### src/rtl/riscv_pkg.sv
// Shared encodings for the RV32I multi-cycle control path: opcodes, ALU ops,
// controller states and datapath mux selects.
package riscv_pkg;

    localparam logic [6:0] OP_R      = 7'b0110011;
    localparam logic [6:0] OP_I      = 7'b0010011;
    localparam logic [6:0] OP_LOAD   = 7'b0000011;
    localparam logic [6:0] OP_STORE  = 7'b0100011;
    localparam logic [6:0] OP_BRANCH = 7'b1100011;
    localparam logic [6:0] OP_JAL    = 7'b1101111;
    localparam logic [6:0] OP_LUI    = 7'b0110111;

    typedef enum logic [3:0] {
        ALU_ADD  = 4'b0000,
        ALU_SUB  = 4'b0001,
        ALU_AND  = 4'b0010,
        ALU_OR   = 4'b0011,
        ALU_XOR  = 4'b0100,
        ALU_SLT  = 4'b0101,
        ALU_SLL  = 4'b0110,
        ALU_SRL  = 4'b0111,
        ALU_SRA  = 4'b1000,
        ALU_SLTU = 4'b1001
    } alu_ctrl_e;

    typedef enum logic [3:0] {
        S_FETCH,
        S_DECODE,
        S_MEMADR,
        S_MEMREAD,
        S_MEMWB,
        S_MEMWRITE,
        S_EXECR,
        S_EXECI,
        S_ALUWB,
        S_BRANCH,
        S_JAL,
        S_LUI,
        S_TRAP
    } ctrl_state_e;

    typedef enum logic [1:0] {
        SRC_A_PC    = 2'b00,
        SRC_A_OLDPC = 2'b01,
        SRC_A_RS1   = 2'b10
    } src_a_e;

    typedef enum logic [1:0] {
        SRC_B_RS2  = 2'b00,
        SRC_B_IMM  = 2'b01,
        SRC_B_FOUR = 2'b10
    } src_b_e;

    typedef enum logic [1:0] {
        RES_ALUOUT = 2'b00,
        RES_MEM    = 2'b01,
        RES_ALU    = 2'b10,
        RES_IMM    = 2'b11
    } result_src_e;

    typedef enum logic [2:0] {
        IMM_I = 3'b000,
        IMM_S = 3'b001,
        IMM_B = 3'b010,
        IMM_J = 3'b011,
        IMM_U = 3'b100
    } imm_src_e;

    typedef enum logic [1:0] {
        CAUSE_NONE    = 2'b00,
        CAUSE_ILLEGAL = 2'b01,
        CAUSE_TIMEOUT = 2'b10
    } cause_e;

    function automatic imm_src_e imm_src_of(input logic [6:0] op);
        case (op)
            OP_STORE:  return IMM_S;
            OP_BRANCH: return IMM_B;
            OP_JAL:    return IMM_J;
            OP_LUI:    return IMM_U;
            default:   return IMM_I;
        endcase
    endfunction

endpackage

### src/rtl/alu_decoder.sv
// Maps funct3/funct7b5 to an ALU operation; subtract only exists for R-type,
// while the arithmetic-shift bit applies to both R-type and immediate shifts.
module alu_decoder
    import riscv_pkg::*;
(
    input  logic [2:0] funct3_i,
    input  logic       funct7b5_i,
    input  logic       is_rtype_i,
    output logic [3:0] alu_ctrl_o
);

    always_comb begin
        alu_ctrl_o = ALU_ADD;
        case (funct3_i)
            3'b000:  alu_ctrl_o = (is_rtype_i && funct7b5_i) ? ALU_SUB : ALU_ADD;
            3'b001:  alu_ctrl_o = ALU_SLL;
            3'b010:  alu_ctrl_o = ALU_SLT;
            3'b011:  alu_ctrl_o = ALU_SLTU;
            3'b100:  alu_ctrl_o = ALU_XOR;
            3'b101:  alu_ctrl_o = funct7b5_i ? ALU_SRA : ALU_SRL;
            3'b110:  alu_ctrl_o = ALU_OR;
            3'b111:  alu_ctrl_o = ALU_AND;
            default: alu_ctrl_o = ALU_ADD;
        endcase
    end

endmodule

### src/rtl/multicycle_controller.sv
// Multi-cycle RV32I control FSM: sequences fetch/decode/execute/memory/writeback,
// traps on illegal opcodes or memory timeouts and counts retired instructions.
module multicycle_controller
    import riscv_pkg::*;
#(
    parameter int TIMEOUT = 0,
    parameter int CNT_W   = 32
) (
    input  logic             clk_i,
    input  logic             rst_i,
    input  logic [6:0]       op_code_i,
    input  logic [2:0]       funct3_i,
    input  logic             funct7b5_i,
    input  logic             zero_i,
    input  logic             mem_ready_i,
    output logic             mem_req_o,
    output logic             mem_we_o,
    output logic             adr_src_o,
    output logic             pc_wr_en_o,
    output logic             ir_wr_en_o,
    output logic             reg_wr_en_o,
    output logic [1:0]       alu_src_a_o,
    output logic [1:0]       alu_src_b_o,
    output logic [3:0]       alu_ctrl_o,
    output logic [1:0]       result_src_o,
    output logic [2:0]       imm_src_o,
    output logic             trap_o,
    output logic [1:0]       cause_o,
    output logic [CNT_W-1:0] retired_o
);

    localparam int WAIT_W = (TIMEOUT > 0) ? $clog2(TIMEOUT + 1) : 1;

    ctrl_state_e       state_q, state_d;
    logic [WAIT_W-1:0] wait_q;
    logic [1:0]        cause_q, cause_d;
    logic [CNT_W-1:0]  retired_q;
    logic              retire;
    logic              timeout_hit;
    logic              pc_en, ir_en, reg_en;
    logic [3:0]        alu_dec;

    alu_decoder u_alu_dec (
        .funct3_i   (funct3_i),
        .funct7b5_i (funct7b5_i),
        .is_rtype_i (state_q == S_EXECR),
        .alu_ctrl_o (alu_dec)
    );

    // A transfer in the same cycle always beats the timeout.
    assign timeout_hit = (TIMEOUT != 0) && !mem_ready_i && (wait_q == WAIT_W'(TIMEOUT))
                         && (state_q inside {S_FETCH, S_MEMREAD, S_MEMWRITE});

    always_comb begin
        state_d      = state_q;
        cause_d      = cause_q;
        retire       = 1'b0;
        mem_req_o    = 1'b0;
        mem_we_o     = 1'b0;
        adr_src_o    = 1'b0;
        pc_en        = 1'b0;
        ir_en        = 1'b0;
        reg_en       = 1'b0;
        alu_src_a_o  = SRC_A_PC;
        alu_src_b_o  = SRC_B_RS2;
        alu_ctrl_o   = ALU_ADD;
        result_src_o = RES_ALUOUT;
        imm_src_o    = IMM_I;
        trap_o       = 1'b0;
        case (state_q)
            S_FETCH: begin
                mem_req_o    = 1'b1;
                alu_src_b_o  = SRC_B_FOUR;
                result_src_o = RES_ALU;
                if (mem_ready_i) begin
                    ir_en   = 1'b1;
                    pc_en   = 1'b1;
                    state_d = S_DECODE;
                end else if (timeout_hit) begin
                    mem_req_o = 1'b0;
                    state_d   = S_TRAP;
                    cause_d   = CAUSE_TIMEOUT;
                end
            end
            S_DECODE: begin
                alu_src_a_o = SRC_A_OLDPC;
                alu_src_b_o = SRC_B_IMM;
                imm_src_o   = imm_src_of(op_code_i);
                case (op_code_i)
                    OP_LOAD, OP_STORE: state_d = S_MEMADR;
                    OP_R:              state_d = S_EXECR;
                    OP_I:              state_d = S_EXECI;
                    OP_JAL:            state_d = S_JAL;
                    OP_LUI:            state_d = S_LUI;
                    OP_BRANCH: begin
                        if (funct3_i[2:1] == 2'b00) begin
                            state_d = S_BRANCH;
                        end else begin
                            state_d = S_TRAP;
                            cause_d = CAUSE_ILLEGAL;
                        end
                    end
                    default: begin
                        state_d = S_TRAP;
                        cause_d = CAUSE_ILLEGAL;
                    end
                endcase
            end
            S_MEMADR: begin
                alu_src_a_o = SRC_A_RS1;
                alu_src_b_o = SRC_B_IMM;
                state_d     = (op_code_i == OP_LOAD) ? S_MEMREAD : S_MEMWRITE;
            end
            S_MEMREAD: begin
                mem_req_o = 1'b1;
                adr_src_o = 1'b1;
                if (mem_ready_i) begin
                    state_d = S_MEMWB;
                end else if (timeout_hit) begin
                    mem_req_o = 1'b0;
                    state_d   = S_TRAP;
                    cause_d   = CAUSE_TIMEOUT;
                end
            end
            S_MEMWB: begin
                result_src_o = RES_MEM;
                reg_en       = 1'b1;
                retire       = 1'b1;
                state_d      = S_FETCH;
            end
            S_MEMWRITE: begin
                mem_req_o = 1'b1;
                mem_we_o  = 1'b1;
                adr_src_o = 1'b1;
                if (mem_ready_i) begin
                    retire  = 1'b1;
                    state_d = S_FETCH;
                end else if (timeout_hit) begin
                    mem_req_o = 1'b0;
                    state_d   = S_TRAP;
                    cause_d   = CAUSE_TIMEOUT;
                end
            end
            S_EXECR: begin
                alu_src_a_o = SRC_A_RS1;
                alu_src_b_o = SRC_B_RS2;
                alu_ctrl_o  = alu_dec;
                state_d     = S_ALUWB;
            end
            S_EXECI: begin
                alu_src_a_o = SRC_A_RS1;
                alu_src_b_o = SRC_B_IMM;
                alu_ctrl_o  = alu_dec;
                state_d     = S_ALUWB;
            end
            S_ALUWB: begin
                result_src_o = RES_ALUOUT;
                reg_en       = 1'b1;
                retire       = 1'b1;
                state_d      = S_FETCH;
            end
            S_BRANCH: begin
                alu_src_a_o  = SRC_A_RS1;
                alu_src_b_o  = SRC_B_RS2;
                alu_ctrl_o   = ALU_SUB;
                result_src_o = RES_ALUOUT;
                // funct3[0] flips the sense: BEQ takes on zero, BNE on non-zero.
                pc_en        = zero_i ^ funct3_i[0];
                retire       = 1'b1;
                state_d      = S_FETCH;
            end
            S_JAL: begin
                alu_src_a_o  = SRC_A_OLDPC;
                alu_src_b_o  = SRC_B_FOUR;
                result_src_o = RES_ALUOUT;
                pc_en        = 1'b1;
                state_d      = S_ALUWB;
            end
            S_LUI: begin
                result_src_o = RES_IMM;
                reg_en       = 1'b1;
                retire       = 1'b1;
                state_d      = S_FETCH;
            end
            S_TRAP: begin
                trap_o = 1'b1;
            end
            default: begin
                state_d = S_FETCH;
            end
        endcase
    end

    // The register file and PC must never see a write while reset is held.
    assign pc_wr_en_o  = pc_en  & ~rst_i;
    assign ir_wr_en_o  = ir_en  & ~rst_i;
    assign reg_wr_en_o = reg_en & ~rst_i;
    assign cause_o     = cause_q;
    assign retired_o   = retired_q;

    always_ff @(posedge clk_i or posedge rst_i) begin
        if (rst_i) begin
            state_q <= S_FETCH;
            cause_q <= CAUSE_NONE;
        end else begin
            state_q <= state_d;
            cause_q <= cause_d;
        end
    end

    always_ff @(posedge clk_i or posedge rst_i) begin
        if (rst_i) begin
            wait_q <= '0;
        end else if (state_d != state_q) begin
            wait_q <= '0;
        end else if ((TIMEOUT != 0) && mem_req_o && !mem_ready_i) begin
            wait_q <= wait_q + 1'b1;
        end
    end

    always_ff @(posedge clk_i or posedge rst_i) begin
        if (rst_i) begin
            retired_q <= '0;
        end else if (retire && !(&retired_q)) begin
            retired_q <= retired_q + 1'b1;
        end
    end

endmodule

### config.mk
export PLATFORM = sky130hd
export DESIGN_NAME = multicycle_controller
export DESIGN_NICKNAME = d
export VERILOG_FILES = /design/src/rtl/riscv_pkg.sv /design/src/rtl/alu_decoder.sv /design/src/rtl/multicycle_controller.sv
export SDC_FILE = /design/constraint.sdc
export NUM_CORES = 1
export LEC_CHECK = 0
export CAP_MARGIN = 20
export CELL_PAD_IN_SITES_DETAIL_PLACEMENT = 0
export CELL_PAD_IN_SITES_GLOBAL_PLACEMENT = 1
export CORE_MARGIN = 2
export CORE_UTILIZATION = 36
export DETAILED_ROUTE_END_ITERATION = 6
export PLACE_DENSITY_LB_ADDON = 0.1
export SYNTH_ARGS = -nofsm -noshare
export SYNTH_HDL_FRONTEND = slang
export SYNTH_HIERARCHICAL = 1
export SYNTH_SLANG_ARGS = --single-unit
### constraint.sdc
create_clock -name clk_i -period 2.5 [get_ports clk_i]
set_input_delay 0.375 -clock clk_i [delete_from_list [all_inputs] [get_ports clk_i]]
set_output_delay 0.375 -clock clk_i [all_outputs]
set_load 0.02 [all_outputs]
# Yosys cells after proc, flatten, opt, wreduce, memory -nomap -nowiden

Index checks and enable logic that the tools add are counted.
W data, S select, Z words.

Bits in registers: 38
Bits of input ports: 15
Output and inout bits: 54
Word-level logic and storage cells: 89

Add/sub/neg operators: 1
Eq/ne operators: 30
Multiplexer cells: 27
Bitwise logic cells: 7
Reductions and logical operators: 21

Operator list:

| cell                    | count |
|---|---|
| $add A32 B1 Y32 const B | 1 |
| $pmux W4 S8             | 1 |
| $reduce_and A32 Y1      | 1 |
| $pmux W4 S7             | 1 |
| $pmux W4 S6             | 1 |
| $eq A7 B6 Y1 const B    | 3 |
| $eq A4 B4 Y1 const B    | 5 |
| $eq A4 B3 Y1 const B    | 4 |
| $mux W4                 | 4 |
| $eq A7 B7 Y1 const B    | 2 |
| $eq A3 B3 Y1 const B    | 4 |
| $pmux W2 S2             | 3 |
| $pmux W3 S4             | 1 |
| $reduce_or A3 Y1        | 4 |
| $reduce_or A2 Y1        | 5 |
| $mux W3                 | 3 |
| $eq A4 B2 Y1 const B    | 2 |
| $mux W1                 | 8 |
| $ne A2 B2 Y1 const B    | 4 |
| $pmux W4 S2             | 1 |
| $reduce_or A4 Y1        | 2 |
| $eq A7 B2 Y1 const B    | 1 |
| $eq A7 B5 Y1 const B    | 1 |
| $eq A3 B2 Y1 const B    | 2 |
| 17 further kinds        | 22 |

# Longest topological paths before layout

Gate-level depths: netlist of run 1.

Depth after elaboration: 5
Mapped depth: 7
Mapped depth without buffers: 6

# By module

Netlist of run 1, hierarchy kept.

By module, submodules not included:

| module                | times used | cells each | area each (um2) | sequential area each (um2) |
|---|---|---|---|---|
| multicycle_controller | 1          | 273        | 2426.1          | 925.9 |
| alu_decoder           | 1          | 13         | 107.6           | 0.0 |

# Worst setup path after synthesis of run 1

Ideal clock, no wire load.

Path type: input to output
Start point: in op_code_i[6]
End point: out imm_src_o[2]
Arrival time: 1.713 ns
Slack: 0.412 ns
Stages on the path: 3
Buffers on the path: 1
Cells stage by stage: clkbuf_1 or4b_2 nor3_1

Word-level cells in the longest chain between the ends: 3
Elaborated cells on any way between the ends: 6
Those cells by class: eq/ne: 4; mux: 2

RTL lines:

| what                                                | line                        | source |
|---|---|---|
| start: declaration                                  | multicycle_controller.sv:11 | `input logic [6:0] op_code_i,` |
| $eq A7 B6 Y1 / $eq A7 B7 Y1 (equally long branches) | riscv_pkg.sv:76             | `case (op)` |
| $pmux W3 S4 (*)                                     | riscv_pkg.sv:76             |  |
| $mux W3 (*)                                         | multicycle_controller.sv:70 | `case (state_q)` |
| end: declaration                                    | multicycle_controller.sv:26 | `output logic [2:0] imm_src_o,` |

Every way passes the cells marked *; elsewhere a longest branch is shown, timed or not.

# Worst setup path in the final report of run 1

Start point: reg state_q[1]
End point: out adr_src_o

Word-level cells in the longest chain between the ends: 3
Elaborated cells on any way between the ends: 4
Those cells by class: eq/ne: 2; mux: 1; reduce/logical: 1

RTL lines:

| what                                                | line                         | source |
|---|---|---|
| start: declaration                                  | multicycle_controller.sv:34  | `ctrl_state_e state_q, state_d;` |
| start signal: assignment                            | multicycle_controller.sv:206 | `state_q <= state_d;` |
| $eq A4 B3 Y1 / $eq A4 B2 Y1 (equally long branches) | multicycle_controller.sv:70  |  |
| $reduce_or A2 Y1 (no line) (*)                      | --                           |  |
| $mux W1 (*)                                         | multicycle_controller.sv:70  |  |
| end: declaration                                    | multicycle_controller.sv:18  | `output logic adr_src_o,` |

Marks and branches as above.

==> results.py, run 1 <==
metrics = {
    "status": {
        "status": "completed",
    },
    "worst_setup_path": {
        "critical_path.max_fanout": 10,
        "end_kind": "output pin",
        "worst_path_max_delay_cell": "clkdlybuf4s50_1",
        "crit_family": "buffers and inverters",
        "path_buf_inv": 2,
        "criticalPathCategory": "reg -> out",
        "path_cells": "buf_4 -> nand2b_1 -> and2_1 -> nor3b_1 -> clkdlybuf4s50_1",
        "required_ps": 2120,
        "critPathLaunchType": "register",
        "cp.arrival_ps": 2050,
        "worst_path_largest_cell_delay_ps": 630,
    },
    "final_layout": {
        "final-instance-count-excl-fill": 473,
        "nets": 392,
        "utilization": 0.5238,
        "drive_above_1_share": 0.1671,
        "diodes": 0,
        "synthToLayoutAreaGrowth_pct": 40.44,
    },
    "logic_synthesis": {
        "synth.area.mux_share": 0.008889,
        "synth_edf_count": 0,
        "yosys.cell_types.count": 64,
        "ys_seq_area_frac": 0.3654,
        "synth-seq-cells": 37,
        "yosys.area_share.adder": 0.004938,
        "netlist_area_mm2": 0.002534,
        "synth_nets": 302,
        "synthFlopType": "dfrtp_1",
        "synth_cells": 286,
        "yosys.area_share.simple": 0.3496,
        "syn-mean-instance-area_um2": 8.859,
        "synth_top_family_by_area": "simple AND/OR/NAND/NOR gates",
        "synth_xor_area_frac": 0.1002,
        "synth_warnings": 6,
        "synth_compound_area_frac": 0.1348,
        "synthArstFlopShare": 1.000,
    },
    "routing": {
        "drt_iter0_drc": 59,
        "vias": 2411,
        "drt-total-wl_um": 6628,
        "drc": 0,
        "wl_per_cell_um": 14.01,
        "vias_per_cell": 5.097,
        "dr.pass1.iters": 4,
        "ant_nets": 0,
    },
    "grt": {
        "grt_max_degree": 38,
        "antenna_found_initial": 0,
        "grt_pass1_vias": 2320,
        "grt-ovfl-total": 0,
        "grt_usage": 0.1798,
        "grt_pass1_wl_um": 11000,
    },
    "floorplanning": {
        "coreArea_mm2": 0.006794,
        "start_util": 0.3729,
        "placementRows": 30,
        "chipHeight_um": 87.89,
        "dieArea_mm2": 0.007725,
        "io_pins": 69,
        "die_x_um": 87.89,
    },
    "place": {
        "io_buffer_count": 67,
        "dp_hpwl_um": 4883,
        "dp_cells": 465,
        "dp_slack_ps": -202.9,
        "routabilityCongestion": 0.7722,
    },
    "clock_network": {
        "htreeDepth": 2,
        "clock_latency_ps": 290,
        "cts_tree": "built",
        "cts.sinks": 37,
        "clock_path_buffers": 2,
        "numCtsBuffers": 5,
        "cts.clk_slew.worst_paths_ps": 70,
        "root_buffer": "clkbuf_8",
        "hold_buffers": 0,
    },
    "timing": {
        "drv_slew": 0,
        "rsz0062_at_grt": "true",
        "max_freq_ghz": 0.4120,
        "fin_crit_sh": 0.9709,
        "fin_crit_ps": 2427,
        "hold_violations": 0,
        "setup_viol_count_final": 0,
        "postLayoutSetupSlackWorst_ps": 72.87,
        "clock_skew_ps": 4.749,
    },
    "power_and_ir_drop": {
        "power_density_mw_per_mm2": 655.7,
        "p_leak_nw": 1.460,
        "ir_drop_mv": 0.3687,
    },
    "run": {
        "drv_cap": 0,
    },
    "worst_hold_path": {
        "hp-class": "reg -> reg",
    },
}
[logic make-up after synthesis]
group / count (synthesis)
buffers and inverters: 17
multiplexers: 2
AO/OA/AOI/OAI: 48
AND/OR/NAND/NOR: 151
XOR/XNOR: 29
flip-flops: 37
other: 1
adder cells (fa/ha/maj): 1
[cells in the mapped netlist (3+ instances only)]
| cell type | count | area, um^2 |
|---|---|---|
| xnor2_1 | 13 | 113.9 |
| nor2_1 | 32 | 120.1 |
| a21oi_1 | 13 | 65.06 |
| and2_1 | 3 | 18.77 |
| a31oi_1 | 4 | 25.02 |
| or3_1 | 4 | 25.02 |
| nor3_1 | 13 | 65.06 |
| clkbuf_1 | 7 | 26.28 |
| xor2_1 | 16 | 140.1 |
| inv_1 | 5 | 18.77 |
| dfrtp_1 | 37 | 925.9 |
| nand3_1 | 16 | 80.08 |
| o21bai_1 | 3 | 22.52 |
| nand4_1 | 10 | 62.56 |
| and3_1 | 6 | 37.54 |
| or2_2 | 3 | 18.77 |
| nand2b_1 | 9 | 56.30 |
| o21ai_0 | 4 | 20.02 |
| nor2b_1 | 6 | 37.54 |
| o21a_1 | 3 | 22.52 |
| nor3_2 | 8 | 80.08 |
| nand2_1 | 21 | 78.83 |
[flip-flops by register name, summed over array words and instances, names as in the netlist]
signal / cells
retired_o: 32
state_q: 4
cause_o: 1
[metrics by stage]
step / hold WS, ps / TNS (ps) / total power, W / instance area (um^2)
final: 488.2 / 0 / 0.002333 / 3558
after global routing: 515.8 / -1.725 / 0.002487 / 3558
after CTS: 496.5 / 0 / 0.002362 / 3545
after detailed placement: 482.6 / -376.5 / 0.001950 / 3466
after global placement: 470.0 / -246.6 / 0.001949 / 3466
after floorplan: 554.7 / 0 / 0.001420 / 2534
[worst paths after layout]
check	to	cells past startpoint	slack [ps]	from
max in group asynchronous	state_q[1]	3	1540	rst_i
worst min-delay path	cause_o[0]	1	490	cause_o[0]
worst max-delay path	adr_src_o	5	70	state_q[1]
min in group asynchronous	retired_o[26]	3	610	rst_i
worst max register to register	retired_o[23]	7	340	retired_o[0]
worst min register to register	cause_o[0]	1	490	cause_o[0]
[metal layers]
metal,GRT usage,wire length (um),up-vias,part of all wire
met5,0,0,-,0
met4,0.05175,92,0,0.014
met3,0.02922,283,8,0.043
met2,0.3003,3145,55,0.47
met1,0.2409,3107,1136,0.47
li1,-,-,1212,-
[layout by cell type (no fill, tap or decap), types with 13 or more instances in the layout]
master,count
nor2_1,31
xor2_1,16
nand3_1,16
nor3_1,13
clkdlybuf4s50_1,57
nand2_1,21
buf_4,28
xnor2_1,13
dfrtp_1,36
a21oi_1,13
[power breakdown]
group | internal [W] | switching [W]
combinational | 0.000556 | 0.000592
sequential | 0.000664 | 0.000113
clock | 0.000193 | 0.000214
total | 0.00141 | 0.000919
[layout make-up]
| class | count | area, um^2 |
|---|---|---|
| Fill cell | 664 | 3236 |
| Multi-Input combinational cell | 232 | 1525 |
| Sequential cell | 37 | 927.1 |
| Timing Repair Buffer | 95 | 884.6 |
| Tap cell | 96 | 120.1 |
| Clock buffer | 6 | 72.57 |
| Inverter | 5 | 18.77 |
| Clock inverter | 2 | 10.01 |
[what timing repair did]
| item | in CTS | in global routing |
|---|---|---|
| setup endpoints to repair | 6 | 6 |
| resized for setup | 8 | 6 |
| hold endpoints to repair | 0 | 0 |
| buffers inserted | 0 | 0 |
No activity file was read; power rests on OpenSTA's default activity.
==> run 2: changes to the inputs <==
--- a/config.mk
+++ b/config.mk
@@ -9,7 +9,7 @@
 export CELL_PAD_IN_SITES_DETAIL_PLACEMENT = 0
 export CELL_PAD_IN_SITES_GLOBAL_PLACEMENT = 1
 export CORE_MARGIN = 2
-export CORE_UTILIZATION = 36
+export CORE_UTILIZATION = 35
 export DETAILED_ROUTE_END_ITERATION = 6
 export PLACE_DENSITY_LB_ADDON = 0.1
 export SYNTH_ARGS = -nofsm -noshare
==> run 2 against run 1 <==
  * Core utilization is 2.5 points lower
  * Clock skew is essentially flat
  * Clock-buffer cell count stayed put
  * Critical endpoint is now alu_src_a_o[1]
  * Highest routed layer unchanged
==> results.py, run 2 (same netlist as run 1, synthesis figures left out) <==
metrics = {
    "status": {
        "status": "completed",
    },
    "final_layout": {
        "multi_input_area_mm2": 0.001523,
        "seqCellArea_um2": 929.6,
        "utilization": 0.4984,
        "nFillCells": 714,
        "drive_above_1_share": 0.1680,
        "final_cell_mix": "54 x clkdlybuf4s50_1, 34 x dfrtp_1, 32 x nor2_1",
        "synthToLayoutAreaGrowth_pct": 40.39,
        "diodes": 0,
        "nets": 390,
        "largest_reg_flops": 32,
        "mostFrequentLayoutCell": "clkdlybuf4s50_1",
    },
    "routing": {
        "met2_length_um": 3043,
        "wl_met3_um": 266,
        "vias_per_cell": 4.989,
        "met1Wirelength_um": 3143,
        "highest_layer": "met4",
        "wl_per_cell_um": 13.83,
        "drt_iter0_drc": 79,
        "vias": 2365,
        "drt-total-wl_um": 6556,
        "drc": 0,
        "ant_nets": 0,
        "dr.pass1.iters": 4,
    },
    "clock_network": {
        "cts.sinks": 37,
        "root_buffer": "clkbuf_8",
        "numCtsBuffers": 5,
        "clock_latency_ps": 290,
        "cts_setup_buffers": 0,
        "clock_path_buffers": 2,
        "cts_tree": "built",
        "htreeDepth": 2,
        "hold_buffers": 0,
        "cts.clk_slew.worst_paths_ps": 70,
    },
    "timing": {
        "fin_crit_sh": 0.9504,
        "clock_skew_ps": 4.642,
        "rsz0062_at_grt": "false",
        "fin_crit_ps": 2376,
        "tns_ps": 0,
        "drv_slew": 0,
        "setup_viol_count_final": 0,
        "hold_violations": 0,
        "whs_ps": 486.3,
        "max_freq_ghz": 0.4209,
    },
    "place": {
        "io_buffer_count": 67,
        "dp_hpwl_um": 4829,
        "routabilityCongestion": 0.8049,
    },
    "worst_setup_path": {
        "reg2reg_depth": 6,
        "rr_endpoint": "retired_o[21]",
        "crit_family": "buffers and inverters",
        "critPathLaunchType": "register",
        "criticalPathCategory": "reg -> out",
        "reg2reg_slack_ps": 440,
        "path_cells": "buf_4 -> nor2b_1 -> nand2_1 -> o21ai_0 -> clkdlybuf4s50_1",
        "worst_path_largest_cell_delay_ps": 630,
        "worst_path_max_delay_cell": "clkdlybuf4s50_1",
        "critical_path.max_fanout": 9,
        "cp.arrival_ps": 2000,
        "required_ps": 2120,
        "path_buf_inv": 2,
        "reg2reg_from": "state_q[0]",
        "end_kind": "output pin",
    },
    "grt": {
        "grt_max_degree": 38,
        "grt_pass1_wl_um": 10920,
        "grt_pass1_vias": 2280,
        "grt-ovfl-total": 0,
        "grt_usage": 0.1720,
        "antenna_found_initial": 0,
    },
    "worst_hold_path": {
        "hp-class": "reg -> reg",
        "worstHoldPathCells": 1,
        "hold_path_end": "cause_o[0]",
        "hp-start": "cause_o[0]",
    },
    "floorplanning": {
        "dieArea_mm2": 0.007935,
        "die_x_um": 89.08,
        "start_util": 0.3550,
        "coreArea_mm2": 0.007137,
        "io_pins": 69,
        "chipHeight_um": 89.08,
        "placementRows": 31,
    },
    "power_and_ir_drop": {
        "p_leak_nw": 1.518,
        "power_density_mw_per_mm2": 650.9,
        "ir_drop_mv": 0.2644,
    },
    "run": {
        "drv_cap": 0,
    },
}
## run 2: changes by cell type in the layout (fill, tap and decap cells not counted), moves of 2 or more
cell             previous run  this run
dfrtp_2                     1         3
dlymetal6s2s_1              4         9
buf_4                      28        26
dfrtp_1                    36        34
clkdlybuf4s50_1            57        54
dlygate4sd2_1               5         3
## run 2: power by group
group          total (W)  switching [W]  leakage (nW)  internal [W]
sequential      0.000797       0.000131         0.437      0.000666
clock           0.000406       0.000213        0.0450      0.000193
combinational    0.00111       0.000568          1.04      0.000545
total            0.00232       0.000911          1.52       0.00140
## run 2: repair_timing
action                                  4_1_cts  5_1_grt
endpoints found under the setup margin        8       11
pin swaps                                     0        0
gates resized for setup                       7       13
## run 2: layer usage
metal	GRT usage	up-vias
met5	0	-
met1	0.2392	1084
met4	0.06920	0
li1	-	1215
met3	0.02585	10
met2	0.2687	56
## run 2: worst max path at each step
stage                      to    startpoint  slack, ps  cells after the start
2_1_floorplan    imm_src_o[2]  op_code_i[6]        410                      3
3_3_place_gp     imm_src_o[2]  op_code_i[1]       -200                      5
3_5_place_dp     imm_src_o[2]  op_code_i[1]       -240                      5
4_1_cts          imm_src_o[0]  op_code_i[3]         30                      5
5_1_grt        alu_src_a_o[1]    state_q[3]         30                      5
6_report       alu_src_a_o[1]    state_q[3]        120                      5
## run 2: cell type report
class | instances | share of cell area
Clock inverter | 2 | 0.002814
Multi-Input combinational cell | 232 | 0.4281
Clock buffer | 6 | 0.02040
Sequential cell | 37 | 0.2613
Tap cell | 99 | 0.03482
Timing Repair Buffer | 93 | 0.2473
Inverter | 5 | 0.005276
## run 2: through the flow
step                std cells  total power, W  instance area, um^2  setup slack [ps]
floorplan                 286        0.001420                 2534             412.1
global placement          466        0.001931                 3455            -197.8
detailed placement        466        0.001938                 3455            -238.2
CTS                       474        0.002352                 3536             30.62
global route              474        0.002484                 3557             31.92
finish                    474        0.002315                 3557             124.1
==> run 3: changes to the inputs <==
--- a/config.mk
+++ b/config.mk
@@ -5,9 +5,11 @@
 export SDC_FILE = /design/constraint.sdc
 export NUM_CORES = 1
 export LEC_CHECK = 0
+export ABC_CLOCK_PERIOD_IN_PS = 2500
 export CAP_MARGIN = 20
 export CELL_PAD_IN_SITES_DETAIL_PLACEMENT = 0
 export CELL_PAD_IN_SITES_GLOBAL_PLACEMENT = 1
+export CORE_ASPECT_RATIO = 1.2
 export CORE_MARGIN = 2
 export CORE_UTILIZATION = 35
 export DETAILED_ROUTE_END_ITERATION = 6
==> constraint.sdc (replaced) <==
create_clock -name clk_i -period 2.5 [get_ports clk_i]
set_input_delay 0.5 -clock clk_i [delete_from_list [all_inputs] [get_ports clk_i]]
set_output_delay 0.5 -clock clk_i [all_outputs]
set_load 0.02 [all_outputs]
==> run 3 against run 2 <==
  * Via count up 2.2%
  * Clock skew is 1.8 ps higher
  * Critical path depth unchanged
  * Register-to-register slack is essentially flat
  * Clock-buffer cell count is the same
  * Sequential share of layout area fell by 0.45 points
  * Critical path type is now in -> out
  * Critical endpoint is now imm_src_o[2]
  * Largest power group unchanged
  * Highest routed layer unchanged
==> results.py, run 3 (same netlist as run 1, synthesis figures left out) <==
metrics = {
    "routing": {
        "drt_iter0_drc": 55,
        "dr.pass1.iters": 4,
        "drt-total-wl_um": 6662,
        "vias_per_cell": 5.080,
        "wl_per_cell_um": 14.00,
        "ant_nets": 0,
        "vias": 2418,
        "drc": 0,
    },
    "final_layout": {
        "synthToLayoutAreaGrowth_pct": 42.67,
        "mostFrequentLayoutCell": "clkdlybuf4s50_1",
        "final_cell_mix": "47 x clkdlybuf4s50_1, 38 x buf_4, 35 x dfrtp_1",
        "nets": 401,
        "diodes": 0,
        "drive_above_1_share": 0.1969,
        "utilization": 0.5058,
        "largest_reg_flops": 32,
    },
    "floorplanning": {
        "dieArea_mm2": 0.007939,
        "die_x_um": 81.67,
        "start_util": 0.3545,
        "io_pins": 69,
        "chipHeight_um": 97.21,
        "placementRows": 34,
        "coreArea_mm2": 0.007147,
    },
    "grt": {
        "grt_max_degree": 38,
        "use_met1": 0.2413,
        "use_met2": 0.2850,
        "grt_usage": 0.1771,
        "grt-ovfl-total": 0,
        "grt_use_met3": 0.02509,
        "top_usage_layer": "met2",
        "grt_pass1_wl_um": 11290,
        "antenna_found_initial": 0,
        "grt_pass1_vias": 2363,
    },
    "worst_hold_path": {
        "worstHoldPathCells": 1,
        "hp-class": "reg -> reg",
        "hp-start": "cause_o[0]",
    },
    "power_and_ir_drop": {
        "ir_drop_mv": 0.3898,
        "power_density_mw_per_mm2": 643.7,
        "p_leak_nw": 1.559,
        "p_total_w": 0.002327,
    },
    "run": {
        "drv_cap": 0,
    },
    "place": {
        "dp_hpwl_um": 4983,
        "routabilityCongestion": 0.8462,
        "io_buffer_count": 67,
    },
    "worst_setup_path": {
        "critPathLaunchType": "input port",
        "cp-endpoint": "imm_src_o[2]",
        "cp.arrival_ps": 1940,
        "required_ps": 2000,
        "criticalPathCategory": "in -> out",
        "reg2reg_slack_ps": 440,
        "critical_path.max_fanout": 2,
        "critPathLaunch": "op_code_i[1]",
        "end_kind": "output pin",
        "reg2reg_depth": 7,
        "reg2reg_from": "retired_o[1]",
        "rr_endpoint": "retired_o[27]",
    },
    "clock_network": {
        "htreeDepth": 2,
        "root_buffer": "clkbuf_8",
        "cts.sinks": 37,
        "cts_tree": "built",
        "clock_latency_ps": 290,
        "cts_setup_buffers": 0,
        "cts.clk_slew.worst_paths_ps": 70,
        "numCtsBuffers": 5,
        "clock_path_buffers": 2,
    },
    "timing": {
        "setup_viol_count_final": 0,
        "drv_slew": 0,
        "max_freq_ghz": 0.4094,
        "fin_crit_ps": 2442,
        "clock_skew_ps": 6.464,
        "fin_crit_sh": 0.9770,
        "hold_violations": 0,
        "rsz0062_at_grt": "true",
    },
    "status": {
        "status": "completed",
    },
}
## run 3: cell types whose count changed in the layout (fill, tap and decap cells not counted), moves of 3 or more
cell / before / now
dlygate4sd2_1: 3 / 11
dlymetal6s2s_1: 9 / 6
buf_4: 26 / 38
clkdlybuf4s50_1: 54 / 47
## run 3: per-stage QoR
stage          hold slack (ps)  setup TNS, ps  cells  area [um^2]  worst slack (ps)
3_3_place_gp             461.3          -2115    468         3526            -449.4
6_report                 476.2              0    476         3615             57.54
2_1_floorplan            592.3              0    286         2534             162.1
5_1_grt                  502.3         -2.664    476         3615            -2.664
3_5_place_dp             469.4          -2250    468         3526            -473.5
4_1_cts                  486.2              0    476         3600             9.247
## run 3: metal layers
metal / wire [um] / up-vias / share of wire
met5: 0 / - / 0
met4: 151 / 0 / 0.023
met3: 261 / 9 / 0.039
met2: 3164 / 52 / 0.47
met1: 3085 / 1129 / 0.46
li1: - / 1228 / -
## run 3: power breakdown
part / total, W / switching [W] / leakage (nW) / internal [W]
registers: 0.000772 / 0.000107 / 0.438 / 0.000666
logic: 0.00116 / 0.000613 / 1.08 / 0.000544
clock network: 0.000397 / 0.000204 / 0.0450 / 0.000193
total: 0.00233 / 0.000924 / 1.56 / 0.00140
## run 3: how the worst min path moves through the flow
stage	end	slack [ps]
finish	cause_o[0]	480
global route	cause_o[0]	500
CTS	cause_o[0]	490
detailed placement	cause_o[0]	470
global placement	cause_o[0]	460
floorplan	cause_o[0]	590
## run 3: final cells by class
type                            instances  area, um^2
Multi-Input combinational cell        232        1530
Fill cell                             703        3532
Tap cell                               90       112.6
Inverter                                5       18.77
Sequential cell                        37       928.4
Clock buffer                            6       72.57
Timing Repair Buffer                  104       942.2
Clock inverter                          2       10.01
## run 3: critical path: stages
cell and delay [ps]:
clkdlybuf4s50_1 450, nand2_1 60, or4b_2 640, nor3_2 130
buf_4 160
## run 3: timing repair
action | CTS | global route
pin swaps | 1 | 0
gates resized for setup | 23 | 10
setup endpoints to repair | 16 | 9
hold buffers | 0 | 0
